`config.mk`:
```
export PLATFORM = sky130hd
export DESIGN_NAME = spi_frame_arb_flat
export DESIGN_NICKNAME = d
export VERILOG_FILES = /design/src/rtl/spi_frame_arb_if.sv /design/src/rtl/spi_frame_arb.sv /design/src/flat_wrapper.sv
export SDC_FILE = /design/constraint.sdc
export NUM_CORES = 1
export LEC_CHECK = 0
export ABC_AREA = 1
export CORE_ASPECT_RATIO = 1.5
export CORE_UTILIZATION = 50
export CTS_CLUSTER_DIAMETER = 60
export DETAILED_ROUTE_END_ITERATION = 8
export PLACE_DENSITY = 0.83
export SLEW_MARGIN = 20
export SYNTH_ARGS = -nofsm -noshare
export SYNTH_HDL_FRONTEND = slang
export SYNTH_SLANG_ARGS = --single-unit
export TNS_END_PERCENT = 100
```
`constraint.sdc`:
```
create_clock -name clk_i -period 3.5 [get_ports clk_i]
set_input_delay 0.35 -clock clk_i [delete_from_list [all_inputs] [get_ports clk_i]]
set_output_delay 0.35 -clock clk_i [all_outputs]
set_load 0.005 [all_outputs]
```
`src/rtl/spi_frame_arb_if.sv`:
```
// Requester-side and SPI-core-side signals of the frame arbiter.
// The master modport is the arbiter's view; slave is the view of whatever drives it.
interface spi_frame_arb_if #(
    parameter int LEN_W = 8
);
    logic             req0_i, req1_i;
    logic [LEN_W-1:0] len0_i, len1_i;
    logic             mode0_i, mode1_i;
    logic [7:0]       tx0_data_i, tx1_data_i;
    logic             gnt0_o, gnt1_o;
    logic             dreq0_o, dreq1_o;
    logic             rx_vld0_o, rx_vld1_o;
    logic [7:0]       rx_data_o;
    logic             done0_o, done1_o;
    logic             err_o;
    logic             spi_en_o;
    logic             master_o;
    logic [7:0]       send_data_o;
    logic             load_end_i, convey_end_i, frame_end_i;
    logic [7:0]       rcv_data_i;

    modport master (
        input  req0_i, req1_i, len0_i, len1_i, mode0_i, mode1_i,
        input  tx0_data_i, tx1_data_i,
        input  load_end_i, convey_end_i, frame_end_i, rcv_data_i,
        output gnt0_o, gnt1_o, dreq0_o, dreq1_o, rx_vld0_o, rx_vld1_o,
        output rx_data_o, done0_o, done1_o, err_o,
        output spi_en_o, master_o, send_data_o
    );

    modport slave (
        output req0_i, req1_i, len0_i, len1_i, mode0_i, mode1_i,
        output tx0_data_i, tx1_data_i,
        output load_end_i, convey_end_i, frame_end_i, rcv_data_i,
        input  gnt0_o, gnt1_o, dreq0_o, dreq1_o, rx_vld0_o, rx_vld1_o,
        input  rx_data_o, done0_o, done1_o, err_o,
        input  spi_en_o, master_o, send_data_o
    );
endinterface

```
`src/rtl/spi_frame_arb.sv`:
```
// Two-requester round-robin frame arbiter and byte sequencer in front of the SPI switch.
// Fetches tx bytes from the granted requester, returns rx bytes, and aborts stalled frames.
module spi_frame_arb #(
    parameter int LEN_W = 8,
    parameter int TO_W  = 16
) (
    input  logic            clk_i,
    input  logic            rst_i,
    spi_frame_arb_if.master bus
);

    typedef enum logic [2:0] {
        IDLE,
        SETUP,
        FETCH,
        LATCH,
        XFER,
        WAITF,
        DONE
    } state_t;

    state_t           state_q, state_d;
    logic             sel_q, sel_d;       // owner of the current frame, 1 = requester 1
    logic             last_q, last_d;     // requester granted most recently
    logic [LEN_W-1:0] cnt_q, cnt_d;
    logic [TO_W-1:0]  wd_q, wd_d, wd_inc;
    logic             setup_q, setup_d;
    logic             abort_q, abort_d;
    logic             master_q, master_d;
    logic             rxv_q, rxv_d;
    logic [7:0]       send_q, send_d;
    logic [7:0]       rxd_q, rxd_d;

    logic             pick1;
    logic             status;
    logic             timeout;
    logic             busy;

    // Requester 1 wins if it is alone, or if both ask and requester 0 was served last.
    assign pick1   = bus.req1_i && (!bus.req0_i || !last_q);
    assign status  = bus.load_end_i || bus.convey_end_i || bus.frame_end_i;
    assign wd_inc  = wd_q + TO_W'(1);
    assign timeout = &wd_inc;
    assign busy    = (state_q != IDLE);

    always_ff @(posedge clk_i) begin
        if (rst_i) begin
            state_q  <= IDLE;
            sel_q    <= 1'b0;
            last_q   <= 1'b1;
            cnt_q    <= '0;
            wd_q     <= '0;
            setup_q  <= 1'b0;
            abort_q  <= 1'b0;
            master_q <= 1'b0;
            rxv_q    <= 1'b0;
            send_q   <= 8'h00;
            rxd_q    <= 8'h00;
        end else begin
            state_q  <= state_d;
            sel_q    <= sel_d;
            last_q   <= last_d;
            cnt_q    <= cnt_d;
            wd_q     <= wd_d;
            setup_q  <= setup_d;
            abort_q  <= abort_d;
            master_q <= master_d;
            rxv_q    <= rxv_d;
            send_q   <= send_d;
            rxd_q    <= rxd_d;
        end
    end

    always_comb begin
        state_d  = state_q;
        sel_d    = sel_q;
        last_d   = last_q;
        cnt_d    = cnt_q;
        wd_d     = wd_q;
        setup_d  = setup_q;
        abort_d  = abort_q;
        master_d = master_q;
        rxv_d    = 1'b0;
        send_d   = send_q;
        rxd_d    = rxd_q;

        case (state_q)
            IDLE: begin
                if (bus.req0_i || bus.req1_i) begin
                    sel_d    = pick1;
                    last_d   = pick1;
                    cnt_d    = pick1 ? bus.len1_i : bus.len0_i;
                    master_d = pick1 ? bus.mode1_i : bus.mode0_i;
                    setup_d  = 1'b0;
                    abort_d  = 1'b0;
                    state_d  = SETUP;
                end
            end
            // Two cycles with spi_en high before the first byte so the pad enables settle.
            SETUP: begin
                setup_d = 1'b1;
                if (setup_q) state_d = FETCH;
            end
            FETCH: state_d = LATCH;
            LATCH: begin
                send_d  = sel_q ? bus.tx1_data_i : bus.tx0_data_i;
                wd_d    = '0;
                state_d = XFER;
            end
            XFER: begin
                if (bus.convey_end_i) begin
                    rxd_d = bus.rcv_data_i;
                    rxv_d = 1'b1;
                    wd_d  = '0;
                    if (cnt_q == '0) begin
                        state_d = WAITF;
                    end else begin
                        cnt_d   = cnt_q - LEN_W'(1);
                        state_d = FETCH;
                    end
                end else if (status) begin
                    wd_d = '0;
                end else begin
                    wd_d = wd_inc;
                    if (timeout) begin
                        abort_d = 1'b1;
                        state_d = DONE;
                    end
                end
            end
            WAITF: begin
                if (bus.frame_end_i) begin
                    wd_d    = '0;
                    state_d = DONE;
                end else if (status) begin
                    wd_d = '0;
                end else begin
                    wd_d = wd_inc;
                    if (timeout) begin
                        abort_d = 1'b1;
                        state_d = DONE;
                    end
                end
            end
            DONE: begin
                master_d = 1'b0;
                state_d  = IDLE;
            end
            default: state_d = IDLE;
        endcase
    end

    // Grant and enable stay high through DONE and drop on the return to IDLE.
    assign bus.gnt0_o      = busy && !sel_q;
    assign bus.gnt1_o      = busy &&  sel_q;
    assign bus.dreq0_o     = (state_q == FETCH) && !sel_q;
    assign bus.dreq1_o     = (state_q == FETCH) &&  sel_q;
    assign bus.rx_vld0_o   = rxv_q && !sel_q;
    assign bus.rx_vld1_o   = rxv_q &&  sel_q;
    assign bus.rx_data_o   = rxd_q;
    assign bus.done0_o     = (state_q == DONE) && !sel_q;
    assign bus.done1_o     = (state_q == DONE) &&  sel_q;
    assign bus.err_o       = (state_q == DONE) && abort_q;
    assign bus.spi_en_o    = busy;
    assign bus.master_o    = master_q;
    assign bus.send_data_o = send_q;

endmodule

```
`src/flat_wrapper.sv`:
```
// flat-port wrapper written by rule: the top's interface ports become plain ports
module spi_frame_arb_flat 
#(
    parameter int LEN_W = 8,
    parameter int TO_W  = 16
)
  (clk_i, rst_i, bus_req0_i, bus_req1_i, bus_len0_i, bus_len1_i, bus_mode0_i, bus_mode1_i, bus_tx0_data_i, bus_tx1_data_i, bus_load_end_i, bus_convey_end_i, bus_frame_end_i, bus_rcv_data_i, bus_gnt0_o, bus_gnt1_o, bus_dreq0_o, bus_dreq1_o, bus_rx_vld0_o, bus_rx_vld1_o, bus_rx_data_o, bus_done0_o, bus_done1_o, bus_err_o, bus_spi_en_o, bus_master_o, bus_send_data_o);
  spi_frame_arb_if #(.LEN_W(LEN_W)) bus_i ();
  input  logic clk_i;
  input  logic rst_i;
  input wire logic [$bits(bus_i.req0_i)-1:0] bus_req0_i;
  input wire logic [$bits(bus_i.req1_i)-1:0] bus_req1_i;
  input wire logic [$bits(bus_i.len0_i)-1:0] bus_len0_i;
  input wire logic [$bits(bus_i.len1_i)-1:0] bus_len1_i;
  input wire logic [$bits(bus_i.mode0_i)-1:0] bus_mode0_i;
  input wire logic [$bits(bus_i.mode1_i)-1:0] bus_mode1_i;
  input wire logic [$bits(bus_i.tx0_data_i)-1:0] bus_tx0_data_i;
  input wire logic [$bits(bus_i.tx1_data_i)-1:0] bus_tx1_data_i;
  input wire logic [$bits(bus_i.load_end_i)-1:0] bus_load_end_i;
  input wire logic [$bits(bus_i.convey_end_i)-1:0] bus_convey_end_i;
  input wire logic [$bits(bus_i.frame_end_i)-1:0] bus_frame_end_i;
  input wire logic [$bits(bus_i.rcv_data_i)-1:0] bus_rcv_data_i;
  output wire logic [$bits(bus_i.gnt0_o)-1:0] bus_gnt0_o;
  output wire logic [$bits(bus_i.gnt1_o)-1:0] bus_gnt1_o;
  output wire logic [$bits(bus_i.dreq0_o)-1:0] bus_dreq0_o;
  output wire logic [$bits(bus_i.dreq1_o)-1:0] bus_dreq1_o;
  output wire logic [$bits(bus_i.rx_vld0_o)-1:0] bus_rx_vld0_o;
  output wire logic [$bits(bus_i.rx_vld1_o)-1:0] bus_rx_vld1_o;
  output wire logic [$bits(bus_i.rx_data_o)-1:0] bus_rx_data_o;
  output wire logic [$bits(bus_i.done0_o)-1:0] bus_done0_o;
  output wire logic [$bits(bus_i.done1_o)-1:0] bus_done1_o;
  output wire logic [$bits(bus_i.err_o)-1:0] bus_err_o;
  output wire logic [$bits(bus_i.spi_en_o)-1:0] bus_spi_en_o;
  output wire logic [$bits(bus_i.master_o)-1:0] bus_master_o;
  output wire logic [$bits(bus_i.send_data_o)-1:0] bus_send_data_o;
  assign bus_i.req0_i = bus_req0_i;
  assign bus_i.req1_i = bus_req1_i;
  assign bus_i.len0_i = bus_len0_i;
  assign bus_i.len1_i = bus_len1_i;
  assign bus_i.mode0_i = bus_mode0_i;
  assign bus_i.mode1_i = bus_mode1_i;
  assign bus_i.tx0_data_i = bus_tx0_data_i;
  assign bus_i.tx1_data_i = bus_tx1_data_i;
  assign bus_i.load_end_i = bus_load_end_i;
  assign bus_i.convey_end_i = bus_convey_end_i;
  assign bus_i.frame_end_i = bus_frame_end_i;
  assign bus_i.rcv_data_i = bus_rcv_data_i;
  assign bus_gnt0_o = bus_i.gnt0_o;
  assign bus_gnt1_o = bus_i.gnt1_o;
  assign bus_dreq0_o = bus_i.dreq0_o;
  assign bus_dreq1_o = bus_i.dreq1_o;
  assign bus_rx_vld0_o = bus_i.rx_vld0_o;
  assign bus_rx_vld1_o = bus_i.rx_vld1_o;
  assign bus_rx_data_o = bus_i.rx_data_o;
  assign bus_done0_o = bus_i.done0_o;
  assign bus_done1_o = bus_i.done1_o;
  assign bus_err_o = bus_i.err_o;
  assign bus_spi_en_o = bus_i.spi_en_o;
  assign bus_master_o = bus_i.master_o;
  assign bus_send_data_o = bus_i.send_data_o;
  spi_frame_arb #(.LEN_W(LEN_W), .TO_W(TO_W)) u_core (.clk_i(clk_i), .rst_i(rst_i), .bus(bus_i));
endmodule
```
==> impl_summary.log <==
[metrics] result of the run: complete, no violations
[metrics] CP startpoint: u_core.sel_q
[metrics] headroom to the max-slew limit: 50.64%
[metrics] number of rows in the core area: 32
[metrics] shortest clock period the worst path allows after layout: 2.283 ns
[metrics] floorplan die area: 5881 um^2
[metrics] number of enable-type register cells in the synthesized netlist: 0
[metrics] master of the slowest instance on the critical path: dfxtp_1
[metrics] capturing element type of the critical path: primary output
[metrics] f_max: 0.4380 GHz
[metrics] number of distinct library cells after synthesis: 35
[metrics] Num Clock Sinks: 49
[metrics] H-tree level count: 2
[metrics] clock tree from TritonCTS: done
[metrics] setup repair after global routing missed its margin: no
[metrics] vias per cell: 5.278
[metrics] Congestion Overflow GR: 0
[metrics] P per Cell Area: 485.0 nW/um^2
[metrics] Post-CTS Setup Inserts: 0
[metrics] Max Clock Skew: 0.004948 ns
[metrics] first-pass GRT wire length: 12400 um
[metrics] sequential share of power: 40.2%
[metrics] proportion of synthesized chip area in sequential cells: 35.20%
[metrics] Routed WL per cell: 13.02 um
[metrics] overall power of the completed layout: 1785 uW
[metrics] Most used DFF post-synth: dfxtp_1
[metrics] cell-internal power: 1121 uW
[metrics] number of buffers and inverters on the critical path: 2
[metrics] flops & latches, synth: 49
[metrics] Post-CTS Hold Fix Bufs: 0
[metrics] end of the worst register-to-register path: u_core.cnt_q[5]
[metrics] total leakage power: 0.001375 uW
[metrics] mean cell area of the mapped netlist: 6.572 um^2
[metrics] number of clock buffers inserted by TritonCTS: 5
[metrics] worst-path maximum fanout: 15
[metrics] DIE HEIGHT: 93.43 um
[metrics] fraction of power spent switching nets: 37.19%
[metrics] area of the core: 5245 um^2
[metrics] final worst-path cycle share: 65.23%
[metrics] power spent charging and discharging nets: 663.7 uW
[metrics] Synthesized Nets: 476
[metrics] worst reg2reg path depth: 9
[metrics] maximum number of pins on one net before global-route repair: 26
[metrics] final HPWL from detailed placement: 5566 um
[metrics] dominant delay contributor by cell family on the critical path: buffers and inverters
[metrics] startpoint class of the critical path: register
[metrics] First DRT Iteration DRCs: 150
[metrics] longest individual stage delay on the worst path: 0.64 ns
[metrics] number of instances in the synthesized netlist: 424
[metrics] count of final max-slew check failures: 0
[metrics] area growth from synthesis to layout: 32.06%
[metrics] Warnings, synthesis: 0
[metrics] combined area of all synthesized cells: 2786 um^2
[metrics] sum of negative setup slack: 0 ns
[metrics] Routed Antenna Nets: 0
[metrics] critical path type: reg -> out
[metrics] overall die width: 62.95 um
[metrics] Fin. Hold Viols: 0
[metrics] logic gate share of total power: 39.4%
[metrics] Remaining DRCs: 0
[metrics] total via count after detailed routing: 2982
[metrics] final RePlAce weighted congestion: 0.8199
[metrics] share of post-route cells with drive strength above 1: 7.646%
[metrics] number of iterations in the first detailed-routing pass: 4
[metrics] worst vdd ir: 0.3152 mV
[metrics] vias in the first global route: 2924
[metrics] slew at the pin closest to its max-slew limit: 0.7396 ns
[metrics] number of antenna violations at the first check in global routing: 0
[metrics] Clk pin slew, worst setup/hold paths: 0.09 ns
[metrics] CTS root buf: clkbuf_8
[metrics] start point of the worst hold path: u_core.abort_q
[metrics] number of max-capacitance violations reported: 0
[metrics] worst flop-to-flop path startpoint: u_core.cnt_q[0]
[metrics] number of nets at the end of the flow: 548
[metrics] reg-to-reg slack, setup: 1.34 ns
[metrics] hold depth: 2
[metrics] worst path cell trace: inv_1 > nor2_1 > clkdlybuf4s50_1
[metrics] destination of the worst hold path: u_core.abort_q
[metrics] largest buffer count on any clock path: 2
[metrics] Initial Utilization: 53.12%
[metrics] part of the power in the clock network: 20.4%
[metrics] share of flip-flops with an asynchronous set or reset after synthesis: 0%
[metrics] arrival time worst endpoint: 1.93 ns
[metrics] overall routed net length: 7358 um
[metrics] diode count: 0
[metrics] Critical Path Stages: 3
[metrics] overall track demand over capacity in global routing: 26.30%
[metrics] number of I/O pins: 76
[metrics] count of cells resized by post-cts repair: 0
[metrics] insertion delay to the later sink of the worst-skew pair: 0.30 ns
[metrics] class of the most critical hold timing path: reg -> reg
[metrics] Setup violations, final: 0
[metrics] required time reported for the critical path endpoint: 3.15 ns
[metrics] count of input and output buffers: 75
worst reg2reg max path: stages, from the launching register on:
cell	delay [ns]
dfxtp_1	0.31
inv_1	0.07
ha_1	0.24
nand2_1	0.11
nor2_1	0.07
o21ai_0	0.26
nand3_1	0.43
inv_1	0.25
o21ai_0	0.11
a211oi_1	0.22
cell usage after synthesis (2+ instances only):
cell type | n | share of area, %
a211oi_1 | 6 | 1.6
a21oi_1 | 28 | 5.0
a31oi_1 | 10 | 2.2
buf_2 | 2 | 0.36
clkbuf_1 | 7 | 0.94
clkinv_1 | 2 | 0.27
dfxtp_1 | 49 | 35
ha_1 | 3 | 1.3
inv_1 | 34 | 4.6
inv_2 | 4 | 0.54
nand2_1 | 121 | 16
nand2_2 | 5 | 1.1
nand3_1 | 22 | 4.0
nand3b_1 | 3 | 0.81
nand4_1 | 7 | 1.6
nor2_1 | 47 | 6.3
nor2_2 | 7 | 1.6
nor2_4 | 7 | 2.8
nor3_1 | 3 | 0.54
nor3_2 | 2 | 0.72
o21ai_0 | 36 | 6.5
or2_0 | 3 | 0.67
xor2_1 | 4 | 1.3
area by class of cell:
class                           count  area, um^2
Clock buffer                        7       96.34
Clock inverter                      1       5.005
Fill cell                         463        1565
Inverter                           40       150.1
Multi-Input combinational cell    323        1597
Sequential cell                    49       980.9
Tap cell                           68       85.08
Timing Repair Buffer               77       765.7
registers in the layout, indices dropped and copies added, names as in the netlist:
signal	cells
u_core.abort_q	1
u_core.bus.master_o	1
u_core.bus.rx_data_o	8
u_core.bus.send_data_o	8
u_core.cnt_q	8
u_core.last_q	1
u_core.rxv_q	1
u_core.sel_q	1
u_core.setup_q	1
u_core.state_q	3
u_core.wd_q	16
power groups by stage:
stage / clock network, uW / registers (uW) / logic (uW)
detailed placement: 0 / 729 / 693
CTS: 374 / 717 / 698
floorplan: 0 / 710 / 466
finish: 364 / 718 / 702
global route: 395 / 728 / 782
global placement: 0 / 725 / 674
layout by cell type, fill, tap and decap left out, types with 10 or more instances in the layout:
cell and count:
clkdlybuf4s50_1 75, nand3_1 22, nor2_1 47, dfxtp_1 49, nand2_1 121, a31oi_1 10, inv_1 34, o21ai_0 36
a21oi_1 28
how the worst max path moves through the flow:
stage / slack (ns) / endpoint
after detailed placement: 1.19 / u_core.cnt_q[5]
after global placement: 1.34 / u_core.cnt_q[5]
after floorplan: 1.78 / u_core.state_q[0]
after global routing: 1.04 / bus_dreq1_o
after CTS: 1.18 / bus_dreq1_o
final: 1.22 / bus_dreq1_o
cell families after synthesis:
family                   after synthesis  share of synthesized area [%]
buffers and inverters                 52                          7.499
adder cells (fa/ha/maj)                3                          1.347
AND/OR/NAND/NOR                      229                          37.23
XOR/XNOR                               5                          1.572
flip-flops                            49                          35.20
AO/OA/AOI/OAI                         86                          17.15
metal layers:
layer | wire [um] | global-route usage [%] | vias to the layer above
met1 | 2919 | 27.74 | 1361
met2 | 3955 | 50.36 | 80
met5 | 0 | 0 | -
met3 | 314 | 4.512 | 14
li1 | - | - | 1527
met4 | 168 | 10.47 | 0
metrics by stage:
stage | utilization, % | instances | instance area (um^2) | hold WS (ns) | setup WS (ns)
after floorplan | - | 424 | 2786 | 0.4287 | 1.778
after global placement | 68.23 | 557 | 3578 | 0.4443 | 1.342
after detailed placement | 68.23 | 557 | 3578 | 0.4503 | 1.194
after CTS | 70.16 | 565 | 3680 | 0.4642 | 1.179
after global routing | 70.16 | 565 | 3680 | 0.4723 | 1.039
final | 70.16 | 565 | 3680 | 0.4624 | 1.217
Note: power is estimated with default switching activity, not from simulation.
